## src/rtl/csi_pkg.sv

```systemverilog
// Shared definitions for the CSI frame writer: FSM states, default frame geometry
// and the width helpers used to split a RAM address into {bank, offset}.
package csi_pkg;

    typedef enum logic [2:0] {
        ST_IDLE  = 3'd0,
        ST_ARMED = 3'd1,
        ST_LINE  = 3'd2,
        ST_DONE  = 3'd3,
        ST_DROP  = 3'd4
    } state_e;

    localparam int DEF_WORDS_PER_LINE  = 160;
    localparam int DEF_LINES_PER_FRAME = 480;
    localparam int DEF_ADDR_W          = 18;

    localparam int BANK_W     = 1;
    localparam int LINE_CNT_W = 10;

    // Column counter must reach WORDS_PER_LINE itself, not just WORDS_PER_LINE-1.
    function automatic int col_width(input int words);
        return $clog2(words + 1);
    endfunction

endpackage

```

## src/rtl/csi_frame_writer.sv

```systemverilog
// csi_frame_writer: turns the CSI receiver payload stream into ping-pong frame-buffer RAM writes.
// Build option: define LINE_CHECK_EN to report bad line lengths on line_err.
module csi_frame_writer
    import csi_pkg::*;
#(
    parameter int WORDS_PER_LINE  = DEF_WORDS_PER_LINE,
    parameter int LINES_PER_FRAME = DEF_LINES_PER_FRAME,
    parameter int ADDR_W          = DEF_ADDR_W
) (
    input  logic                  mipi_clk_8,
    input  logic                  reset,
    input  logic                  frame_start,
    input  logic                  line_valid,
    input  logic [31:0]           data_i,
    input  logic [1:0]            rd_lock,
    output logic                  wr_en,
    output logic [ADDR_W-1:0]     wr_addr,
    output logic [31:0]           wr_data,
    output logic                  frame_done,
    output logic                  ready_bank,
    output logic                  frame_valid,
    output logic                  frame_dropped,
    output logic [LINE_CNT_W-1:0] line_cnt,
    output logic                  line_err
);

    localparam int OFF_W = ADDR_W - BANK_W;
    localparam int COL_W = col_width(WORDS_PER_LINE);

    localparam logic [COL_W-1:0]      COL_FULL  = COL_W'(WORDS_PER_LINE);
    localparam logic [OFF_W-1:0]      LINE_STEP = OFF_W'(WORDS_PER_LINE);
    localparam logic [LINE_CNT_W-1:0] LAST_LINE = LINE_CNT_W'(LINES_PER_FRAME - 1);

    state_e                  state_q;
    logic                    wr_bank_q;
    logic [OFF_W-1:0]        base_q;
    logic [COL_W-1:0]        col_q;
    logic [LINE_CNT_W-1:0]   line_cnt_q;
    logic                    ready_bank_q;
    logic                    frame_valid_q;
    logic                    frame_done_q;
    logic                    frame_dropped_q;

    logic                    wr_en_q;
    logic [ADDR_W-1:0]       wr_addr_q;
    logic [31:0]             wr_data_q;

    logic                    start_bank_d;
    logic                    col_room_d;
    logic                    last_line_d;
    logic [OFF_W-1:0]        wr_offset_d;
    logic                    wr_en_d;

    // A new frame always targets the bank the reader is not being offered.
    assign start_bank_d = frame_valid_q ? ~ready_bank_q : 1'b0;
    assign col_room_d   = (col_q < COL_FULL);
    assign last_line_d  = (line_cnt_q == LAST_LINE);
    assign wr_offset_d  = base_q + OFF_W'(col_q);
    assign wr_en_d      = line_valid && !frame_start &&
                          ((state_q == ST_ARMED) || ((state_q == ST_LINE) && col_room_d));

`ifdef LINE_CHECK_EN
    logic ovf_q;
    logic line_err_q;
    assign line_err = line_err_q;
`else
    assign line_err = 1'b0;
`endif

    always_ff @(posedge mipi_clk_8) begin
        if (reset) begin
            state_q         <= ST_IDLE;
            wr_bank_q       <= 1'b0;
            base_q          <= '0;
            col_q           <= '0;
            line_cnt_q      <= '0;
            ready_bank_q    <= 1'b1;
            frame_valid_q   <= 1'b0;
            frame_done_q    <= 1'b0;
            frame_dropped_q <= 1'b0;
`ifdef LINE_CHECK_EN
            ovf_q           <= 1'b0;
            line_err_q      <= 1'b0;
`endif
        end else begin
            frame_done_q    <= 1'b0;
            frame_dropped_q <= 1'b0;
`ifdef LINE_CHECK_EN
            line_err_q      <= 1'b0;
`endif
            if (frame_start) begin
                wr_bank_q  <= start_bank_d;
                base_q     <= '0;
                col_q      <= '0;
                line_cnt_q <= '0;
`ifdef LINE_CHECK_EN
                ovf_q      <= 1'b0;
`endif
                if (rd_lock[start_bank_d]) begin
                    state_q         <= ST_DROP;
                    frame_dropped_q <= 1'b1;
                end else begin
                    state_q <= ST_ARMED;
                end
            end else begin
                case (state_q)
                    ST_ARMED: begin
                        if (line_valid) begin
                            col_q   <= col_q + 1'b1;
                            state_q <= ST_LINE;
                        end
                    end
                    ST_LINE: begin
                        if (line_valid) begin
                            if (col_room_d) begin
                                col_q <= col_q + 1'b1;
                            end
`ifdef LINE_CHECK_EN
                            else begin
                                ovf_q <= 1'b1;
                            end
`endif
                        end else begin
                            base_q     <= base_q + LINE_STEP;
                            col_q      <= '0;
                            line_cnt_q <= line_cnt_q + 1'b1;
`ifdef LINE_CHECK_EN
                            ovf_q      <= 1'b0;
                            line_err_q <= (col_q != COL_FULL) || ovf_q;
`endif
                            if (last_line_d) begin
                                state_q       <= ST_DONE;
                                frame_done_q  <= 1'b1;
                                ready_bank_q  <= wr_bank_q;
                                frame_valid_q <= 1'b1;
                            end else begin
                                state_q <= ST_ARMED;
                            end
                        end
                    end
                    default: begin
                    end
                endcase
            end
        end
    end

    // Registered RAM port: address and data only move when a word is actually written.
    always_ff @(posedge mipi_clk_8) begin
        if (reset) begin
            wr_en_q   <= 1'b0;
            wr_addr_q <= '0;
            wr_data_q <= '0;
        end else begin
            wr_en_q <= wr_en_d;
            if (wr_en_d) begin
                wr_addr_q <= {wr_bank_q, wr_offset_d};
                wr_data_q <= data_i;
            end
        end
    end

    assign wr_en         = wr_en_q;
    assign wr_addr       = wr_addr_q;
    assign wr_data       = wr_data_q;
    assign frame_done    = frame_done_q;
    assign ready_bank    = ready_bank_q;
    assign frame_valid   = frame_valid_q;
    assign frame_dropped = frame_dropped_q;
    assign line_cnt      = line_cnt_q;

endmodule
```

## config.mk

```make
export PLATFORM = sky130hd
export DESIGN_NAME = csi_frame_writer
export DESIGN_NICKNAME = d
export VERILOG_FILES = /design/src/rtl/csi_pkg.sv /design/src/rtl/csi_frame_writer.sv
export SDC_FILE = /design/constraint.sdc
export NUM_CORES = 1
export LEC_CHECK = 0
export ABC_AREA = 1
export BUFFER_PORTS_ARGS = -buffer_cell sky130_fd_sc_hd__buf_4
export CAP_MARGIN = 5
export CORE_UTILIZATION = 47
export CTS_CLUSTER_SIZE = 25
export DETAILED_ROUTE_END_ITERATION = 6
export PLACE_DENSITY = 0.75
export SETUP_SLACK_MARGIN = 0.5
export SLEW_MARGIN = 20
export SYNTH_ARGS = -nofsm -noshare
export SYNTH_HDL_FRONTEND = slang
export SYNTH_SLANG_ARGS = --single-unit
```

## constraint.sdc

```tcl
create_clock -name mipi_clk_8 -period 1.7 [get_ports mipi_clk_8]
set_clock_uncertainty 0.1 [all_clocks]
set_input_delay 0.085 -clock mipi_clk_8 [delete_from_list [all_inputs] [get_ports mipi_clk_8]]
set_output_delay 0.085 -clock mipi_clk_8 [all_outputs]
set_load 0.1 [all_outputs]
```

==> results.ini, run 1 <==
[clocking]
worst_setup_hold_path_clk_slew_ns=0.12
numCtsBuffers=9
clock-root-buffer=clkbuf_8
cts_num_sinks=89
worst_skew_pair.late_latency_ns=0.41
cts_tree=built
htreeDepth=3
max-clock-path-buffers=2

[timing]
worst-slew-pin-transition_ns=0.845
setup_viol=47
setup_tns_ns=-3.17
timing_max_transition_violations_final=0
slew_headroom_pct=43.5
timing.fmax_mhz=479
minimum_period_implied_by_the_final_worst_setup_slack_ns=2.09
post-route-period-util_pct=123
fin_worst_hold_slack_ns=0.0414
final_hold_viol_count=0
setup_ws_ns=-0.387
grt_setup_unrepaired=yes

[synth]
yosysWarnings=0
syn-instance-count=550
mappedNetlistArea_um2=3980
ys_ff_latch=89
yosys-top-cells-area=dfxtp_1 45%, nor2_1 12%, nand2_1 8.7%, o21ai_0 5.9%, inv_1 4.4%
synth_largest_type_area_fraction_pct=44.8
synth_seq_area_share_pct=44.8
async_reset_ff_share_pct=0
yosys.area.top_type=dfxtp_1
post_synth_num_cell_types=32
synth_enable_flop_cells=0
synth_ff_type=dfxtp_1
synth_nets=595
postSynthAreaPerCell_um2=7.24

[grt]
vias_in_the_first_global_route=4526
grt_use_total_pct=31.9
wire_length_of_the_first_global_routing_pass_um=21500
gr-total-overflow=0
grt_start_max_net_pins=33
initial_antenna_violation_count=2

[floorplanning]
floorplan.die_area_um2=8840
rows=33
num_io_pins=104
floorplan.initialDensity_pct=48.4
die_h_um=94.0
design.core.area_um2=8220
die-width_um=94.0

[detailed_routing]
route.antenna.remaining_nets=0
drc=175
detailedRoute.firstIterationViolations=995
drt_pre_antenna_iters=7
viasPerCell=6.75
detailroute.via_count=5829
detail_route.wl_per_cell_um=28.2
totalWireLength_um=24300

[critical_path]
critical_path_class=in2reg
cp_max_fo=7
most_frequent_cp_cell=nor2_1
cp-start-kind=primary input
critical_register_to_register_path_endpoint=wr_addr[6]
ff2ff_setup_slack_ns=-0.37
critical_path_end_type=flop
path_cells=buf_4 -> inv_1 -> nor2_1 -> nand2_8 -> buf_12 -> inv_16 -> buf_6 -> nor2_2 -> nor2_1
rr_worst_depth=12
timing.critical_path.slowest_cell_delay_ns=0.71
slowest_stage=nor2_1
r2r_start=col_q[5]
crit_required_ns=1.86
worst-endpoint-arrival_ns=2.24

[placed_design]
quantity_of_i_o_buffers_inserted_on_ports=102
dp_hpwl_um=6950
place_area_um2=4970
finalWeightedCongestion=0.888

[layout]
final_nets=795
layout.filler_cells=242
area.growth.synth_to_final_pct=87.6
commonest_cells_after_routing_fill_and_taps_aside=100 x nor2_1, 70 x buf_6, 69 x nand2_1, 67 x buf_4, 60 x dfxtp_1
layout.cells.most_common=nor2_1
drive_gt1_share_pct=50.9
finalInstanceArea_um2=7470

[run_status]
run_status=finished with violations
violations=DRC, setup timing

[hold_path]
min_path_cells=4
worst_hold_startpoint=reset
type_of_the_worst_min_delay_path=in2reg
hold_path_end=col_q[7]

[run]
timing.max_cap.violations=0

[power_and_ir_drop]
cellLeakagePower_nw=3.13
power_density_nw_per_um2=728
p_sw_mw=2.15
power_report.internal_total_mw=3.29
power_frac_clock_pct=28.7
vdd.ir_drop.worst_mv=0.463
switching_share_pct=39.5
share_seq_of_total_power_pct=41.1
power.combinational.fraction_pct=30.2

## timing repair
action / CTS / global route
pin swaps: 25 / 53
setup buffers: 27 / 25
gates resized for setup: 117 / 212
hold endpoints to repair: 45 / 0
endpoints found under the setup margin: 109 / 133
cloned: 13 / 2
hold buffers: 36 / 0
## worst max-delay path: cells and delay by family
kind | cells | cell delay [ns]
AND/OR/NAND/NOR | 4 | 1.29
buffers and inverters | 5 | 0.85
## sequential cells by signal, indices dropped and copies added (netlist names), 3 cells and up
signal and count:
base_q 12, col_q 8, line_cnt 10, state_q 3
wr_addr 18, wr_data 32
## cell families after synthesis
kind of cell	Yosys count	synth area share (%)
AO/OA/AOI/OAI	94	12.0
XOR/XNOR	8	1.76
adder cells (fa/ha/maj)	7	2.39
buffers and inverters	71	9.02
flip-flops	89	44.8
other	1	0.0942
AND/OR/NAND/NOR	280	29.9
## power by group through the flow
stage	sequential (mW)	clock [mW]	combinational, mW
3_5_place_dp	2.24	0	0.962
5_1_grt	2.23	1.61	1.68
3_3_place_gp	2.24	0	0.953
4_1_cts	2.19	1.42	1.21
2_1_floorplan	2.71	0	0.278
6_report	2.23	1.56	1.64
## layer usage
metal,global-route usage [%],routed length (um),vias up
met5,0,14,-
met4,21.9,3080,2
met3,8.17,3560,330
met2,56.3,10300,697
met1,33.0,7410,2626
li1,-,-,2174
## worst max-delay path by stage
stage                          start     endpoint  slack (ns)  depth (start not counted)
after floorplan             col_q[5]  wr_addr[13]        0.16                         10
after global placement      col_q[5]  wr_addr[13]        0.11                         10
after detailed placement    col_q[5]  wr_addr[13]        0.04                         10
after CTS                   col_q[5]  wr_addr[13]        0.10                         10
after global routing      line_valid   wr_addr[6]       -0.64                          9
final                     line_valid   wr_addr[6]       -0.39                          9
## per-stage QoR
stage / util [%] / setup slack (ns) / total power, mW / instances
2_1_floorplan: - / 0.155 / 2.99 / 550
3_3_place_gp: 60.5 / 0.107 / 3.19 / 741
3_5_place_dp: 60.5 / 0.0371 / 3.20 / 741
4_1_cts: 77.5 / 0.103 / 4.82 / 833
5_1_grt: 90.8 / -0.639 / 5.52 / 862
6_report: 90.9 / -0.387 / 5.43 / 863
## area by class of cell
cell class	count	area, um^2	area share, %
diodes	3	7.51	0.101
inverters	49	216	2.90
clock inverters	6	50.0	0.670
well taps	105	131	1.76
clock buffers	10	138	1.84
repair buffers	202	2230	29.9
repair inverters	6	101	1.36
multi-input cells	393	2730	36.6
flip-flops and latches	89	1860	24.9
## cell usage after synthesis, types with 6 or more instances
master and number:
nand3_1 26, nand2_1 92, nor3_1 10, inv_1 47, dfxtp_1 89, nor2_1 127
buf_6 9, ha_1 6, o21ai_0 47, nand4_1 8, a21oi_1 25, o21ai_1 18
Note: power is estimated with default switching activity, not from simulation.
==> run 2: changes to the inputs <==
--- a/config.mk
+++ b/config.mk
@@ -8,10 +8,12 @@
 export ABC_AREA = 1
 export BUFFER_PORTS_ARGS = -buffer_cell sky130_fd_sc_hd__buf_4
 export CAP_MARGIN = 5
+export CORE_MARGIN = 2
 export CORE_UTILIZATION = 47
 export CTS_CLUSTER_SIZE = 25
 export DETAILED_ROUTE_END_ITERATION = 6
-export PLACE_DENSITY = 0.75
+export GPL_TIMING_DRIVEN = 0
+export PLACE_DENSITY_LB_ADDON = 0.1
 export SETUP_SLACK_MARGIN = 0.5
 export SLEW_MARGIN = 20
 export SYNTH_ARGS = -nofsm -noshare
==> run 2 against run 1 <==
Net effect:
- the run ends with hold timing, setup timing left
- critical endpoint is now wr_addr[15]
- maximum frequency grew 11%
- count of clock-buffer cells in the layout stayed put
- utilization increased by 2.0 points
- clock power down 8%
- hold slack got worse by 0.099 ns
- die area up 4.3%
- first-iteration DRC count decreased by 40%
- critical path depth up 2
- highest routed layer is now met4
- critical path type is now reg2reg
==> results.ini, run 2 (synthesized netlist as in run 1, its figures left out) <==
[timing]
timing.fmax_mhz=530  ; was 479 MHz
worst-slew-pin-transition_ns=0.779  ; was 0.845 ns
setup_tns_ns=-0.622  ; was -3.17 ns
setup_viol=15  ; was 47
fin_worst_hold_slack_ns=-0.0575  ; was 0.0414 ns
grt_setup_unrepaired=yes  ; unchanged
setup_ws_ns=-0.188  ; was -0.387 ns
final_hold_viol_count=4  ; was 0
slew_headroom_pct=48.0  ; was 43.5%
minimum_period_implied_by_the_final_worst_setup_slack_ns=1.89  ; was 2.09 ns
timing_max_transition_violations_final=0  ; unchanged
post-route-period-util_pct=111  ; was 123%

[placed_design]
dp_hpwl_um=7210  ; was 6950 um
placedCellCount=756  ; was 741
quantity_of_i_o_buffers_inserted_on_ports=101  ; was 102
finalWeightedCongestion=0.929  ; was 0.888
place_area_um2=5090  ; was 4970 um^2
place_worst_setup_slack_ns=0.0317  ; was 0.0371 ns

[layout]
commonest_cells_after_routing_fill_and_taps_aside=75 x nor2_1, 67 x nand2_1, 58 x buf_4, 57 x buf_6, 43 x o21ai_2  ; was 100 x nor2_1, 70 x buf_6, 69 x nand2_1, 67 x buf_4, 60 x dfxtp_1
finalInstanceArea_um2=7630  ; was 7470 um^2
final_nets=797  ; was 795
insertedDiodeCount=0  ; was 3
finish.cell_count_without_fillers=862  ; was 863
area.growth.synth_to_final_pct=91.7  ; was 87.6%
layout.cells.most_common=nor2_1  ; unchanged
largest_reg_flops=32  ; unchanged
drive_gt1_share_pct=56.3  ; was 50.9%

[clocking]
cts_hold_buffers=35  ; was 36
max-clock-path-buffers=2  ; unchanged
htreeDepth=3  ; unchanged
clock-root-buffer=clkbuf_8  ; unchanged
numCtsBuffers=9  ; unchanged
worst_skew_pair.late_latency_ns=0.37  ; was 0.41 ns
cts_tree=built  ; unchanged
worst_setup_hold_path_clk_slew_ns=0.11  ; was 0.12 ns
cts_num_sinks=89  ; unchanged

[detailed_routing]
detailroute.via_count=5343  ; was 5,829
totalWireLength_um=20700  ; was 24,300 um
drt_pre_antenna_iters=5  ; was 7
drc=0  ; was 175
viasPerCell=6.20  ; was 6.75
detail_route.wl_per_cell_um=24.0  ; was 28.2 um
route.antenna.remaining_nets=0  ; unchanged
detailedRoute.firstIterationViolations=593  ; was 995

[floorplanning]
rows=33  ; unchanged
die-width_um=96.0  ; was 94.0 um
floorplan.initialDensity_pct=48.4  ; unchanged
design.core.area_um2=8220  ; unchanged
num_io_pins=104  ; unchanged
die_h_um=96.0  ; was 94.0 um
floorplan.die_area_um2=9220  ; was 8840 um^2

[grt]
grt.met2_usage_pct=44.3  ; was 56.3%
vias_in_the_first_global_route=3927  ; was 4,526
grt_use_met3_pct=5.09  ; was 8.17%
grt_use_total_pct=25.0  ; was 31.9%
initial_antenna_violation_count=0  ; was 2
wire_length_of_the_first_global_routing_pass_um=18100  ; was 21,500 um
busiest_layer=met2  ; unchanged
gr-total-overflow=0  ; unchanged
globalRouteMet1Util_pct=30.5  ; was 33.0%
grt_start_max_net_pins=17  ; was 33

[run]
timing.max_cap.violations=0  ; unchanged

[power_and_ir_drop]
share_seq_of_total_power_pct=42.9  ; was 41.1%
power_report.internal_total_mw=3.28  ; was 3.29 mW
p_sw_mw=1.96  ; was 2.15 mW
power_frac_clock_pct=27.3  ; was 28.7%
power_density_nw_per_um2=687  ; was 728 nW/um^2
vdd.ir_drop.worst_mv=0.440  ; was 0.463 mV
power.combinational.fraction_pct=29.8  ; was 30.2%
switching_share_pct=37.4  ; was 39.5%
cellLeakagePower_nw=3.21  ; was 3.13 nW

[critical_path]
critical_path_end_type=flop  ; unchanged
crit_required_ns=1.93  ; was 1.86 ns
worst-endpoint-arrival_ns=2.11  ; was 2.24 ns
cp_max_fo=4  ; was 7
critical_path_class=reg2reg  ; was in2reg
cp-start-kind=flop  ; was primary input

[run_status]
violations=hold timing, setup timing  ; was DRC, setup timing
run_status=finished with violations  ; unchanged

[hold_path]
type_of_the_worst_min_delay_path=in2reg  ; unchanged

-- run 2: cell count changes in the layout (fill, tap and decap cells not counted), sizes merged --
cell	delta
inv	-2
diode	-3
clkbuf	+11
clkinv	-4
nand2	-2
dlymetal6s4s	-1
-- run 2: path summary, 6_finish.rpt --
check              startpoint     endpoint  slack (ns)  depth (start not counted)
setup / recovery     col_q[5]  wr_addr[15]       -0.19                         11
hold reg to reg   line_cnt[9]  line_cnt[9]        0.40                          2
setup reg to reg     col_q[5]  wr_addr[15]       -0.19                         11
hold / removal          reset     col_q[1]       -0.06                          4
-- run 2: worst max-delay path, cell delays in order (launching register included) --
cell,delay [ns]
dfxtp_4,0.38
ha_4,0.18
fa_2,0.35
nand2_2,0.08
nand2_2,0.06
nand2_4,0.09
inv_4,0.06
nand3_1,0.12
nand2_1,0.12
nand3_2,0.12
nand2_1,0.11
inv_1,0.07
-- run 2: power by group through the flow --
stage,Sequential [mW],Combinational [mW],Clock [mW]
floorplan,2.71,0.278,0
global placement,2.24,0.986,0
detailed placement,2.24,0.994,0
CTS,2.19,1.17,1.37
global route,2.25,1.60,1.49
finish,2.25,1.56,1.43
-- run 2: per-stage QoR --
stage	power (mW)	util, %	hold WS [ns]
final	5.24	92.9	-0.0575
after global routing	5.33	92.9	-0.0575
after floorplan	2.99	-	0.131
after detailed placement	3.23	62.0	0.227
after CTS	4.72	75.3	-0.0237
after global placement	3.22	62.0	0.216
-- run 2: final cells by class --
type	count	area [um^2]
buffer	22	260
clock buffer	10	128
clock inverter	6	48.8
fill	221	587
inverter	49	211
multi-input combinational	391	2720
sequential	89	1890
tap	105	131
timing repair buffer	190	2240
-- run 2: what timing repair did --
action	4_1_cts	5_1_grt
endpoints found under the hold margin	43	7
gates cloned	5	7
pin swaps	15	48
setup buffers	21	22
resized for setup	83	318
endpoints found under the setup margin	96	139
-- run 2: metal layers --
metal	part of all wire, %	wire length [um]
met1	36	7490
met2	46	9460
met3	11	2360
met4	6.6	1370
met5	0	0
==> run 3: changes to the inputs <==
--- a/config.mk
+++ b/config.mk
@@ -9,7 +9,8 @@
 export BUFFER_PORTS_ARGS = -buffer_cell sky130_fd_sc_hd__buf_4
 export CAP_MARGIN = 5
 export CORE_MARGIN = 2
-export CORE_UTILIZATION = 47
+export CORE_UTILIZATION = 49
+export CTS_BUF_LIST = sky130_fd_sc_hd__clkbuf_4 sky130_fd_sc_hd__clkbuf_8
 export CTS_CLUSTER_SIZE = 25
 export DETAILED_ROUTE_END_ITERATION = 6
 export GPL_TIMING_DRIVEN = 0
==> run 3 against run 2 <==
Net effect:
- the run still ends with hold timing, setup timing left
- critical endpoint is now wr_data[18]
- register-to-register slack gained 0.04 ns
- routed wire length shrank 13%
- utilization down 3.1 points
- worst setup slack improved by 0.044 ns
- count of clock-buffer cells in the layout unchanged
- maximum frequency is 2.4% higher
==> results.ini, run 3 (synthesized netlist as in run 1, its figures left out) <==
[power_and_ir_drop]
vdd.ir_drop.worst_mv=0.400  ; was 0.440 mV
cellLeakagePower_nw=2.95  ; was 3.21 nW
power_density_nw_per_um2=763  ; was 687 nW/um^2
power.combinational.fraction_pct=26.3  ; was 29.8%
p_sw_mw=1.88  ; was 1.96 mW
finalPower_mw=5.34  ; was 5.24 mW
switching_share_pct=35.2  ; was 37.4%
share_seq_of_total_power_pct=41.5  ; was 42.9%
power_report.internal_total_mw=3.46  ; was 3.28 mW
power_frac_clock_pct=32.1  ; was 27.3%

[hold_path]
type_of_the_worst_min_delay_path=in2reg  ; unchanged

[clocking]
clock-root-buffer=clkbuf_8  ; unchanged
cts_tree=built  ; unchanged
numCtsBuffers=9  ; unchanged
htreeDepth=3  ; unchanged
worst_skew_pair.late_latency_ns=0.38  ; was 0.37 ns
worst_setup_hold_path_clk_slew_ns=0.10  ; was 0.11 ns
cts_hold_buffers=34  ; was 35
cts_num_sinks=89  ; unchanged
max-clock-path-buffers=2  ; unchanged

[timing]
setup_ws_ns=-0.144  ; was -0.188 ns
post-route-period-util_pct=108  ; was 111%
fin_worst_hold_slack_ns=-0.0787  ; was -0.0575 ns
timing_max_transition_violations_final=0  ; unchanged
setup_viol=48  ; was 15
worst-slew-pin-transition_ns=1.07  ; was 0.779 ns
timing.fmax_mhz=542  ; was 530 MHz
slew_headroom_pct=28.3  ; was 48.0%
grt_setup_unrepaired=yes  ; unchanged
minimum_period_implied_by_the_final_worst_setup_slack_ns=1.84  ; was 1.89 ns
final_hold_viol_count=7  ; was 4

[run]
timing.max_cap.violations=0  ; unchanged

[floorplanning]
die_h_um=94.1  ; was 96.0 um
num_io_pins=104  ; unchanged
floorplan.die_area_um2=8860  ; was 9220 um^2
design.core.area_um2=7810  ; was 8220 um^2
floorplan.initialDensity_pct=51.0  ; was 48.4%
die-width_um=94.1  ; was 96.0 um
rows=32  ; was 33

[layout]
finish.cell_count_without_fillers=841  ; was 862
fin_util_pct=89.7  ; was 92.9%
final_nets=779  ; was 797
drive_gt1_share_pct=48.0  ; was 56.3%
insertedDiodeCount=0  ; unchanged
commonest_cells_after_routing_fill_and_taps_aside=92 x nor2_1, 74 x nand2_1, 65 x buf_4, 60 x dfxtp_1, 55 x buf_6  ; was 75 x nor2_1, 67 x nand2_1, 58 x buf_4, 57 x buf_6, 43 x o21ai_2
layout.cells.most_common=nor2_1  ; unchanged
area.growth.synth_to_final_pct=76.0  ; was 91.7%
largest_reg_flops=32  ; unchanged

[critical_path]
ff2ff_setup_slack_ns=-0.14  ; was -0.19 ns
r2r_start=col_q[5]  ; unchanged
cp-start-kind=flop  ; unchanged
crit_path_launch=col_q[5]  ; unchanged
critical_path_class=reg2reg  ; unchanged
rr_worst_depth=12  ; was 11
critical_register_to_register_path_endpoint=wr_data[18]  ; was wr_addr[15]
cp_max_fo=6  ; was 4
crit_path_end=wr_data[18]  ; was wr_addr[15]
crit_required_ns=1.89  ; was 1.93 ns
critical_path_end_type=flop  ; unchanged
worst-endpoint-arrival_ns=2.03  ; was 2.11 ns

[detailed_routing]
detailedRoute.firstIterationViolations=433  ; was 593
drc=0  ; unchanged
detail_route.wl_per_cell_um=21.5  ; was 24.0 um
viasPerCell=5.85  ; was 6.20
detailroute.via_count=4916  ; was 5,343
route.antenna.remaining_nets=0  ; unchanged
totalWireLength_um=18100  ; was 20,700 um
drt_pre_antenna_iters=5  ; unchanged

[placed_design]
placedCellCount=753  ; was 756
finalWeightedCongestion=0.851  ; was 0.929
dp_hpwl_um=7210  ; about the same
quantity_of_i_o_buffers_inserted_on_ports=101  ; unchanged

[grt]
grt_use_total_pct=27.8  ; was 25.0%
initial_antenna_violation_count=0  ; unchanged
wire_length_of_the_first_global_routing_pass_um=19400  ; was 18,100 um
vias_in_the_first_global_route=4240  ; was 3,927
gr-total-overflow=0  ; unchanged
grt_start_max_net_pins=16  ; was 17

[run_status]
run_status=finished with violations  ; unchanged
violations=hold timing, setup timing  ; unchanged

## run 3: changes by cell type in the layout (fill, tap and decap cells not counted), moves of 8 or more
cell | previous run | this run
buf_12 | 24 | 11
dfxtp_1 | 37 | 60
dfxtp_2 | 35 | 14
nor2_1 | 75 | 92
nor2_2 | 19 | 32
nor2_4 | 38 | 8
o21ai_2 | 43 | 35
o21ai_4 | 0 | 8
## run 3: worst min-delay path by stage
stage               startpoint          end  cells past startpoint
finish                   reset     col_q[0]                      4
global route             reset    base_q[8]                      4
CTS                      reset     col_q[1]                      4
detailed placement  data_i[27]  wr_data[27]                      3
global placement    data_i[26]  wr_data[26]                      3
floorplan           data_i[24]  wr_data[24]                      2
## run 3: final cells by class
cell class	instances	area (um^2)
Buffer	22	245
Timing Repair Buffer	173	1840
Fill cell	271	802
Clock inverter	6	88.8
Sequential cell	89	1860
Inverter	49	201
Multi-Input combinational cell	390	2520
Clock buffer	10	131
Tap cell	102	128
## run 3: what timing repair did
action,in CTS,in global routing
resized for setup,77,182
buffers inserted,20,12
pin swaps,20,44
endpoints found under the hold margin,45,6
endpoints found under the setup margin,98,138
gates cloned,2,4
## run 3: power by group through the flow
stage                     Sequential, mW  Combinational (mW)  Clock (mW)
after floorplan                     2.71               0.278           0
after global placement              2.24               0.985           0
after detailed placement            2.24               0.992           0
after CTS                           2.19                1.14        1.66
after global routing                2.22                1.44        1.77
final                               2.22                1.41        1.72
## run 3: critical path: stages (launching register included)
cell	delay (ns)
dfxtp_4	0.37
buf_4	0.15
inv_2	0.06
nand2_1	0.07
nand2_1	0.11
nand2_2	0.07
nand2_2	0.08
nand2_4	0.11
inv_8	0.12
buf_6	0.12
clkbuf_16	0.14
nor2_2	0.04
nor2_1	0.21
## run 3: through the flow
| stage | hold slack, ns | area, um^2 | setup TNS (ns) | setup WS, ns |
|---|---|---|---|---|
| 6_report | -0.0787 | 7010 | -2.90 | -0.144 |
| 5_1_grt | -0.0711 | 7010 | -3.78 | -0.157 |
| 4_1_cts | -0.0262 | 6120 | 0 | 0.0390 |
| 3_5_place_dp | 0.236 | 5090 | 0 | 0.00490 |
| 3_3_place_gp | 0.217 | 5090 | 0 | 0.0294 |
| 2_1_floorplan | 0.131 | 4200 | 0 | 0.155 |
## run 3: layer usage
metal  up-vias  share of wire (%)  global-route usage, %
li1       2133                  -                      -
met1      2311                 37                   33.1
met2       366                 49                   49.4
met3       106                8.1                   4.17
met4         0                6.2                   11.7
met5         -                  0                      0
